## src/rtl/branch_predictor_gshare.sv

```systemverilog
// ---------------------------------------------------------------------------
// branch_predictor_gshare
//   Gshare direction predictor with a direct-mapped BTB and a speculative
//   global history register. It sits beside fetch, returns a registered
//   prediction one cycle after a lookup, and is trained from execute. After
//   reset an init sequencer walks both tables to clear them before `ready`
//   rises.
//
// Ports
//   clk, reset      rising-edge clock, synchronous active-high reset
//   ready           1 once table init is complete
//   lookup_valid/pc fetch lookup request
//   pred_valid      lookup_valid delayed one cycle
//   prediction      1 = predict taken
//   btb_hit         BTB valid and tag match for the looked-up pc
//   predicted_pc    BTB target when predicted taken and hit, else pc+4
//   pred_ghr        GHR used to index this lookup; returned with the update
//   update_*        resolved branch from execute (pc, direction, target, ghr)
//   mispred         repair the GHR from update_ghr/update_taken
// ---------------------------------------------------------------------------
module branch_predictor_gshare #(
    parameter int ADDRESS_BITS = 32,
    parameter int CTR_BITS     = 2,
    parameter int PHT_DEPTH    = 64,
    parameter int GHR_BITS     = 6,
    parameter int BTB_DEPTH    = 16
) (
    input  logic                    clk,
    input  logic                    reset,
    output logic                    ready,
    input  logic                    lookup_valid,
    input  logic [ADDRESS_BITS-1:0] pc,
    output logic                    pred_valid,
    output logic                    prediction,
    output logic                    btb_hit,
    output logic [ADDRESS_BITS-1:0] predicted_pc,
    output logic [GHR_BITS-1:0]     pred_ghr,
    input  logic                    update_valid,
    input  logic [ADDRESS_BITS-1:0] update_pc,
    input  logic                    update_taken,
    input  logic [ADDRESS_BITS-1:0] update_target,
    input  logic [GHR_BITS-1:0]     update_ghr,
    input  logic                    mispred
);

    localparam int PIDX_W     = $clog2(PHT_DEPTH);
    localparam int BIDX_W     = $clog2(BTB_DEPTH);
    localparam int TAG_W      = ADDRESS_BITS - BIDX_W - 2;
    localparam int INIT_DEPTH = (PHT_DEPTH > BTB_DEPTH) ? PHT_DEPTH : BTB_DEPTH;
    localparam int INIT_W     = (INIT_DEPTH > 1) ? $clog2(INIT_DEPTH) : 1;

    localparam logic [CTR_BITS-1:0] CTR_WEAK_NT = CTR_BITS'((1 << (CTR_BITS - 1)) - 1);
    localparam logic [CTR_BITS-1:0] CTR_MAX     = '1;
    localparam logic [CTR_BITS-1:0] CTR_MIN     = '0;

    localparam logic [0:0] ST_INIT = 1'b0;
    localparam logic [0:0] ST_RUN  = 1'b1;

    // Saturating up/down step of a PHT counter.
    function automatic logic [CTR_BITS-1:0] sat_step(input logic [CTR_BITS-1:0] ctr,
                                                     input logic              up);
        if (up) begin
            return (ctr == CTR_MAX) ? ctr : ctr + CTR_BITS'(1);
        end
        return (ctr == CTR_MIN) ? ctr : ctr - CTR_BITS'(1);
    endfunction

    // Tables: cleared by the init sequencer, so they carry no reset.
    logic [CTR_BITS-1:0]     pht_q       [PHT_DEPTH];
    logic                    btb_valid_q [BTB_DEPTH];
    logic [TAG_W-1:0]        btb_tag_q   [BTB_DEPTH];
    logic [ADDRESS_BITS-1:0] btb_tgt_q   [BTB_DEPTH];

    logic [0:0]              state_q, state_d;
    logic [INIT_W-1:0]       init_idx_q, init_idx_d;
    logic [GHR_BITS-1:0]     ghr_q, ghr_d;
    logic                    pred_valid_q, pred_valid_d;
    logic                    prediction_q, prediction_d;
    logic                    btb_hit_q, btb_hit_d;
    logic [ADDRESS_BITS-1:0] predicted_pc_q, predicted_pc_d;
    logic [GHR_BITS-1:0]     pred_ghr_q, pred_ghr_d;

    // Word-aligned PCs: the two low bits never index anything.
    logic unused_pc_lsbs;
    assign unused_pc_lsbs = ^{pc[1:0], update_pc[1:0]};

    logic                    run;
    assign run = (state_q == ST_RUN);

    // Lookup side reads the tables as they stand this cycle, so a same-cycle
    // update to the same entry is only visible to the following lookup.
    logic [PIDX_W-1:0]       lk_pidx;
    logic [BIDX_W-1:0]       lk_bidx;
    logic [TAG_W-1:0]        lk_tag;
    logic                    lk_pred;
    logic                    lk_hit;
    logic [ADDRESS_BITS-1:0] lk_next_pc;

    assign lk_pidx    = pc[PIDX_W+1:2] ^ PIDX_W'(ghr_q);
    assign lk_bidx    = pc[BIDX_W+1:2];
    assign lk_tag     = pc[ADDRESS_BITS-1:BIDX_W+2];
    assign lk_pred    = pht_q[lk_pidx][CTR_BITS-1];
    assign lk_hit     = btb_valid_q[lk_bidx] && (btb_tag_q[lk_bidx] == lk_tag);
    assign lk_next_pc = (lk_pred && lk_hit) ? btb_tgt_q[lk_bidx] : pc + ADDRESS_BITS'(4);

    // Update side indexes with the history the branch was predicted under.
    logic [PIDX_W-1:0]       up_pidx;
    logic [BIDX_W-1:0]       up_bidx;
    logic [TAG_W-1:0]        up_tag;

    assign up_pidx = update_pc[PIDX_W+1:2] ^ PIDX_W'(update_ghr);
    assign up_bidx = update_pc[BIDX_W+1:2];
    assign up_tag  = update_pc[ADDRESS_BITS-1:BIDX_W+2];

    always_comb begin
        state_d        = state_q;
        init_idx_d     = init_idx_q;
        ghr_d          = ghr_q;
        pred_valid_d   = 1'b0;
        prediction_d   = prediction_q;
        btb_hit_d      = btb_hit_q;
        predicted_pc_d = predicted_pc_q;
        pred_ghr_d     = pred_ghr_q;
        case (state_q)
            ST_INIT: begin
                if (init_idx_q == INIT_W'(INIT_DEPTH - 1)) begin
                    state_d = ST_RUN;
                end else begin
                    init_idx_d = init_idx_q + INIT_W'(1);
                end
            end
            default: begin
                if (lookup_valid) begin
                    pred_valid_d   = 1'b1;
                    prediction_d   = lk_pred;
                    btb_hit_d      = lk_hit;
                    predicted_pc_d = lk_next_pc;
                    pred_ghr_d     = ghr_q;
                    ghr_d          = GHR_BITS'({ghr_q, lk_pred});
                end
                // Repair overrides the speculative shift of a same-cycle lookup.
                if (update_valid && mispred) begin
                    ghr_d = GHR_BITS'({update_ghr, update_taken});
                end
            end
        endcase
    end

    always_ff @(posedge clk) begin
        if (reset) begin
            state_q        <= ST_INIT;
            init_idx_q     <= '0;
            ghr_q          <= '0;
            pred_valid_q   <= 1'b0;
            prediction_q   <= 1'b0;
            btb_hit_q      <= 1'b0;
            predicted_pc_q <= '0;
            pred_ghr_q     <= '0;
        end else begin
            state_q        <= state_d;
            init_idx_q     <= init_idx_d;
            ghr_q          <= ghr_d;
            pred_valid_q   <= pred_valid_d;
            prediction_q   <= prediction_d;
            btb_hit_q      <= btb_hit_d;
            predicted_pc_q <= predicted_pc_d;
            pred_ghr_q     <= pred_ghr_d;
        end
    end

    always_ff @(posedge clk) begin
        if (!reset) begin
            if (!run) begin
                if (int'(init_idx_q) < PHT_DEPTH) begin
                    pht_q[PIDX_W'(init_idx_q)] <= CTR_WEAK_NT;
                end
                if (int'(init_idx_q) < BTB_DEPTH) begin
                    btb_valid_q[BIDX_W'(init_idx_q)] <= 1'b0;
                end
            end else if (update_valid) begin
                pht_q[up_pidx] <= sat_step(pht_q[up_pidx], update_taken);
                if (update_taken) begin
                    btb_valid_q[up_bidx] <= 1'b1;
                    btb_tag_q[up_bidx]   <= up_tag;
                    btb_tgt_q[up_bidx]   <= update_target;
                end
            end
        end
    end

    assign ready        = run;
    assign pred_valid   = pred_valid_q;
    assign prediction   = prediction_q;
    assign btb_hit      = btb_hit_q;
    assign predicted_pc = predicted_pc_q;
    assign pred_ghr     = pred_ghr_q;

endmodule

```

## config.mk

```make
export PLATFORM = sky130hd
export DESIGN_NAME = branch_predictor_gshare
export DESIGN_NICKNAME = d
export VERILOG_FILES = /design/src/rtl/branch_predictor_gshare.sv
export SDC_FILE = /design/constraint.sdc
export NUM_CORES = 1
export LEC_CHECK = 0
export ABC_AREA = 1
export CAP_MARGIN = 20
export CORE_MARGIN = 5
export CORE_UTILIZATION = 25
export DETAILED_ROUTE_END_ITERATION = 16
export SYNTH_ARGS = -nofsm -noshare
export SYNTH_HDL_FRONTEND = slang
export SYNTH_SLANG_ARGS = --single-unit
```

## constraint.sdc

```tcl
create_clock -name clk -period 5.45 [get_ports clk]
set_input_delay 1.09 -clock clk [delete_from_list [all_inputs] [get_ports clk]]
set_output_delay 1.09 -clock clk [all_outputs]
set_load 0.05 [all_outputs]
```

==> results of run 1 <==
==> cell usage after synthesis (all sizes together), types with 11 or more instances <==
| cell | n |
|---|---|
| a21oi | 32 |
| a22o | 15 |
| a31oi | 20 |
| buf | 126 |
| clkbuf | 119 |
| dfxtp | 54 |
| edfxtp | 1072 |
| inv | 394 |
| nand2 | 1030 |
| nand3 | 418 |
| nand4 | 11 |
| nor2 | 598 |
| nor3 | 20 |
| o211ai | 66 |
| o21ai | 368 |
| o221ai | 24 |
| o22ai | 93 |
| xor2 | 24 |
==> registers in the layout (all words and copies together) (netlist names) <==
register	flops
btb_hit	1
btb_tag_q	416
btb_tgt_q	512
btb_valid_q	16
ghr_q	6
init_idx_q	6
pht_q	128
pred_ghr	6
pred_valid	1
predicted_pc	32
prediction	1
ready	1
==> cell usage in the layout, fill, tap and decap left out, types with 16 or more instances in the layout <==
| cell | instances |
|---|---|
| dfxtp_1 | 54 |
| buf_4 | 47 |
| inv_1 | 376 |
| o21ai_0 | 343 |
| xor2_1 | 23 |
| o21ai_1 | 25 |
| a31oi_1 | 20 |
| nor2_4 | 19 |
| nor3_1 | 19 |
| o211ai_1 | 66 |
| o221ai_1 | 24 |
| nand3_1 | 416 |
| o22ai_1 | 93 |
| clkdlybuf4s50_1 | 143 |
| clkbuf_1 | 30 |
| diode_2 | 16 |
| clkinv_2 | 21 |
| clkinv_1 | 19 |
| clkbuf_16 | 112 |
| edfxtp_1 | 1072 |
| nor2_1 | 578 |
| a21oi_1 | 32 |
| buf_12 | 34 |
| nand2_1 | 1028 |
==> power groups by stage <==
stage	clock network, mW	registers [mW]	logic, mW
after floorplan	0	9.64	0.713
after global placement	0	9.64	1.21
after detailed placement	0	9.64	1.23
after CTS	7.88	9.45	1.24
after global routing	8.25	9.45	1.36
final	7.76	9.45	1.24
==> layout make-up <==
| cell class | count | area [µm²] |
|---|---|---|
| diodes | 16 | 40.0 |
| clock buffers | 144 | 2940 |
| clock inverters | 58 | 739 |
| fillers | 19600 | 136000 |
| inverters | 397 | 1510 |
| multi-input cells | 2747 | 12600 |
| flip-flops and latches | 1126 | 33300 |
| well taps | 2526 | 3160 |
| repair buffers | 227 | 2500 |
==> metal layers <==
| metal | routed length, µm | vias to the layer above | track usage [%] |
|---|---|---|---|
| li1 | - | 15700 | - |
| met1 | 56700 | 16400 | 16.8 |
| met2 | 72300 | 1224 | 23.9 |
| met3 | 8850 | 282 | 1.97 |
| met4 | 7860 | 14 | 7.38 |
| met5 | 80 | - | 0 |
==> cell families after synthesis <==
| group | count (synthesis) |
|---|---|
| buffers and inverters | 642 |
| and+or+nand+nor | 2086 |
| DFF | 1126 |
| AOI/OAI and AO/OA | 626 |
| xor gates and xnor gates | 33 |
| adders and majority gates | 2 |
==> worst max-delay path, stage by stage <==
cell and delay (ps):
clkdlybuf4s50_1 680, inv_2 190, buf_4 560, nand3_1 320
nand3_1 200, nand2_1 70, inv_1 50, nand2_1 40
nor2_1 120, nand2_1 60, nor2_1 170, nand3_2 350
buf_4 340, o21ai_1 170, nand3_1 110, nand2_1 110
inv_1 40
==> final timing paths <==
check	end	start	cells past startpoint
hold / removal	predicted_pc[1]	predicted_pc[1]	2
setup / recovery	predicted_pc[4]	pc[5]	17
hold reg to reg	predicted_pc[1]	predicted_pc[1]	2
setup reg to reg	predicted_pc[4]	ghr_q[0]	18
==> stage by stage <==
stage | utilization (%) | hold WS (ps) | cells
finish | 29.5 | 468 | 7241
global route | 29.4 | 492 | 7238
CTS | 29.4 | 468 | 7225
detailed placement | 27.5 | 458 | 7023
global placement | 27.5 | 454 | 7023
floorplan | - | 468 | 4515
==> reports/qor.csv, run 1 <==
metric;value;unit
drt-initial-drc-count;3174;
syn_nets;4625;
firstDrtPassIters;8;
finalMaxSlewViolations;0;
post_cts.repair.setup_buffers;0;
start_kind;input port;
num_rows;161;
dp_slack;599;ps
worstPathRequired;6040;ps
grt_setup_unrepaired;no;
wl_per_cell;20.1;µm
finalHoldViolations;0;
synth_compound_area_share;7.48;%
drt_wl_total;146;mm
design.die.area;203000;µm²
worst_pin_slew;1010;ps
place_congestion;0.902;
p_int;14.2;mW
ff2ff_setup_slack;2040;ps
drc_errors;0;
root_buffer;clkbuf_16;
postRouteAntennaNets;0;
path_clk_slew;60;ps
muxShareOfSynthArea;0;%
synth_top_area_cell;edfxtp_1;
synth_top_family_by_area;simple AND/OR/NAND/NOR gates;
clock_path_buffers;3;
dr_total_vias;33700;
cts_htree_levels;3;
die_w;450;µm
yosys.area_share.xor_xnor;0.628;%
syn_to_final_growth;17.2;%
cp-end-kind;register;
fin_crit_sh;75.6;%
die_h;450;µm
synth-edff-count;1072;
detailed_place_hpwl;85.7;mm
maxSlewHeadroom;33.0;%
grt_pass1_vias;32000;
cts_tree;built;
fmax;243;MHz
synth_top_flop_cell;edfxtp_1;
grt_max_degree;226;
ir_drop;0.000247;V
worst-path-max-fanout;33;
clkPwrFrac;42.1;%
path_class;input port to register;
switching_power;4.24;mW
grt_pass1_wl;213;mm
viasPerCell;4.65;
numPortBuffers;147;
nNetsFinal;4720;
status;finished clean;
comb_power_share;6.7;%
grt_antenna_before_repair;42;
synth-adder-area-share;0.0517;%
ys_types;45;
yosys.area_share.simple;17.5;%
power_leakage;20.3;nW
drive_above_1_share;6.13;%
ioPinCount;150;
fin_crit;4120;ps
max_cap_violations;0;
power_frac_seq;51.2;%
core_area;193000;µm²
async_reset_ff_share;0;%
grt_util_all_layers;13.9;%
worstPathArrival;4710;ps
powerDensity;325;nW/µm²
clkLatencyLatePin;780;ps
syn_avg_cell_area;10.7;µm²
design_area;56700;µm²
cts_buffers;111;
skew;93.1;ps
synth_top_cell_area_share;66.5;%
synthTopCellsByArea;edfxtp_1 67%, nand2_1 8.0%, nor2_1 4.6%;
sw_frac_of_total;23.0;%
ys_ff_latch;1126;
yosysSeqAreaShare;68.7;%
hp-class;register to register;
overflow;0;
placed_area;53000;µm²
cts_hold_buffers;0;
setup_ws;1330;ps
p_total;18.5;mW
syn_inst;4515;
finalSetupViolCount;0;
cts_resized;0;
yosys_warnings;0;
synth_area;48400;µm²
clock_sinks;1126;
initial_core_util;25.1;%
finalSetupTns;0;ps
Note: power is estimated with default switching activity, not from simulation.
==> run 2: changes to the inputs <==
Clock period 5.45 ns to 3.8 ns, I/O delays scaled along.
==> reports/qor.csv, run 2 (synthesis results as in run 1) <==
metric;value;unit;change
hp-class;register to register;;
max_stage_delay;510;ps;-170 ps
detailed_place_hpwl;92.2;mm;+7.7%
clock_path_buffers;3;;unchanged
start_kind;input port;;
numPortBuffers;147;;unchanged
skew;39.8;ps;-53.3 ps
drive_above_1_share;8.54;%;+2.4 points
cts_htree_levels;3;;unchanged
cts_tree;built;;
fin_crit;3070;ps;
die_h;450;µm;unchanged
path_common_cell;nand2_1;;
post_cts.repair.setup_buffers;0;;unchanged
largestRegisters;btb_tgt_q (512), btb_tag_q (416), pht_q (128);;
drc_errors;0;;unchanged
initial_core_util;25.1;%;unchanged
max_cap_violations;0;;unchanged
die_w;450;µm;unchanged
finalSetupViolCount;0;;unchanged
postRouteAntennaNets;0;;unchanged
clkLatencyLatePin;740;ps;-40 ps
drt_wl_total;146;mm;about the same
place_congestion;0.912;;+1.1%
timing.rr.start;ghr_q[1];;
firstDrtPassIters;5;;-3
viasPerCell;4.61;;-0.80%
critPathTopFamily;buffers and inverters;;
crit_path_cell_trace;clkdlybuf4s50_1 > buf_12 > nand2_1 > clkinv_2 > buf_12 > buf_12 > nand2_1 > nand2_1 > inv_1 > nand3_1 > buf_4 > nand2_1 > nor2_1 > nand2_1 > nor2_1 > nand2_1 > nor2_4 > buf_12 > buf_4 > nand3_1 > nand3_1 > nand2_1 > inv_1;;
wl_per_cell;19.8;µm;-1.7%
grt_setup_unrepaired;no;;
grt_max_degree;151;;-33%
path_class;input port to register;;
slowest_stage;clkdlybuf4s50_1;;
nNetsFinal;4844;;+2.6%
design.die.area;203000;µm²;unchanged
worstPathRequired;4460;ps;-1580 ps
hold_start;predicted_pc[16];;
path_clk_slew;60;ps;about the same
power_leakage;21.0;nW;+3.2%
cts_resized;0;;unchanged
ir_drop;0.000327;V;+32%
powerDensity;452;nW/µm²;+39%
core_area;193000;µm²;unchanged
crit_buf_inv;10;;+4
layout_commonest_cell;edfxtp_1;;
finalMaxSlewViolations;0;;unchanged
fmax;325;MHz;
overflow;0;;unchanged
dr_total_vias;34000;;+0.94%
clock_sinks;1126;;unchanged
syn_to_final_growth;19.6;%;
worst-path-max-fanout;16;;-52%
worstPathArrival;3740;ps;-970 ps
holdWs;464;ps;-3.93 ps
startpoint;pc[5];;
worst_pin_slew;936;ps;-69.0 ps
fin_crit_sh;80.9;%;
grt_pass1_vias;32700;;+2.2%
cts_buffers;109;;-1.8%
root_buffer;clkbuf_16;;
status;finished clean;;
final_cell_mix;1072 x edfxtp_1, 1028 x nand2_1, 578 x nor2_1;;
num_rows;161;;unchanged
grt_antenna_before_repair;45;;+7.1%
fin_util;30.1;%;+0.61 points
grt_pass1_wl;214;mm;+0.57%
largest_reg_flops;512;;unchanged
cp-end-kind;register;;
finalHoldViolations;0;;unchanged
maxSlewHeadroom;36.8;%;+3.8 points
ioPinCount;150;;unchanged
cts_hold_buffers;0;;unchanged
grt_util_all_layers;13.9;%;+0.029 points
drt-initial-drc-count;3030;;-4.5%
top_register;btb_tgt_q;;
-- run 2: cell count changes in the layout (fill, tap and decap cells not counted), moves of 2 or more --
cell	before	now
inv_6	1	3
clkinv_2	21	17
clkinv_8	1	3
buf_12	34	64
clkinv_16	6	3
clkinv_4	1	4
clkinvlp_4	3	7
bufinv_16	12	9
buf_4	47	143
clkbuf_1	30	26
clkinv_1	19	26
clkbuf_16	112	109
-- run 2: cell type report --
type / instances / area [µm²]
Antenna cell: 16 / 40.0
Timing Repair Buffer: 353 / 3820
Tap cell: 2526 / 3160
Fill cell: 19500 / 135000
Clock inverter: 66 / 681
Clock buffer: 137 / 2850
Sequential cell: 1126 / 33300
Multi-Input combinational cell: 2747 / 12600
Inverter: 397 / 1510
-- run 2: metal layers --
metal	part of all wire (%)	wire, µm	vias to the layer above	global-route usage [%]
met2	49	71800	1131	24.1
met4	5.2	7530	20	7.13
met3	5.6	8230	301	2.02
met5	0.080	117	-	0
li1	-	-	16000	-
met1	40	58100	16600	16.8
-- run 2: worst paths after layout --
path	end	slack [ps]	cells past startpoint
worst max register to register	predicted_pc[4]	850	17
worst min-delay path	predicted_pc[16]	460	2
worst max-delay path	predicted_pc[22]	730	23
worst min register to register	predicted_pc[16]	460	2
-- run 2: tightest hold or removal path: stages (launching register included) --
cell and delay (ps):
dfxtp_1 310, nand2_1 60, a21oi_1 50
-- run 2: power by group --
group | switching (mW) | total, mW | internal, mW
clock | 4.75 | 10.7 | 5.97
combinational | 1.29 | 1.89 | 0.601
sequential | 0.00331 | 13.6 | 13.6
total | 6.05 | 26.2 | 20.1
-- run 2: per-stage QoR --
| step | total power, mW | std cells | TNS, ps | setup WS (ps) | area [µm²] |
|---|---|---|---|---|---|
| 2_1_floorplan | 14.8 | 4515 | -573720 | -924 | 48400 |
| 3_3_place_gp | 15.7 | 7149 | -11.9 | -11.9 | 54300 |
| 3_5_place_dp | 15.7 | 7149 | 0 | 26.2 | 54300 |
| 4_1_cts | 26.4 | 7352 | 0 | 782 | 57900 |
| 5_1_grt | 27.0 | 7364 | 0 | 582 | 57900 |
| 6_report | 26.2 | 7368 | 0 | 726 | 57900 |
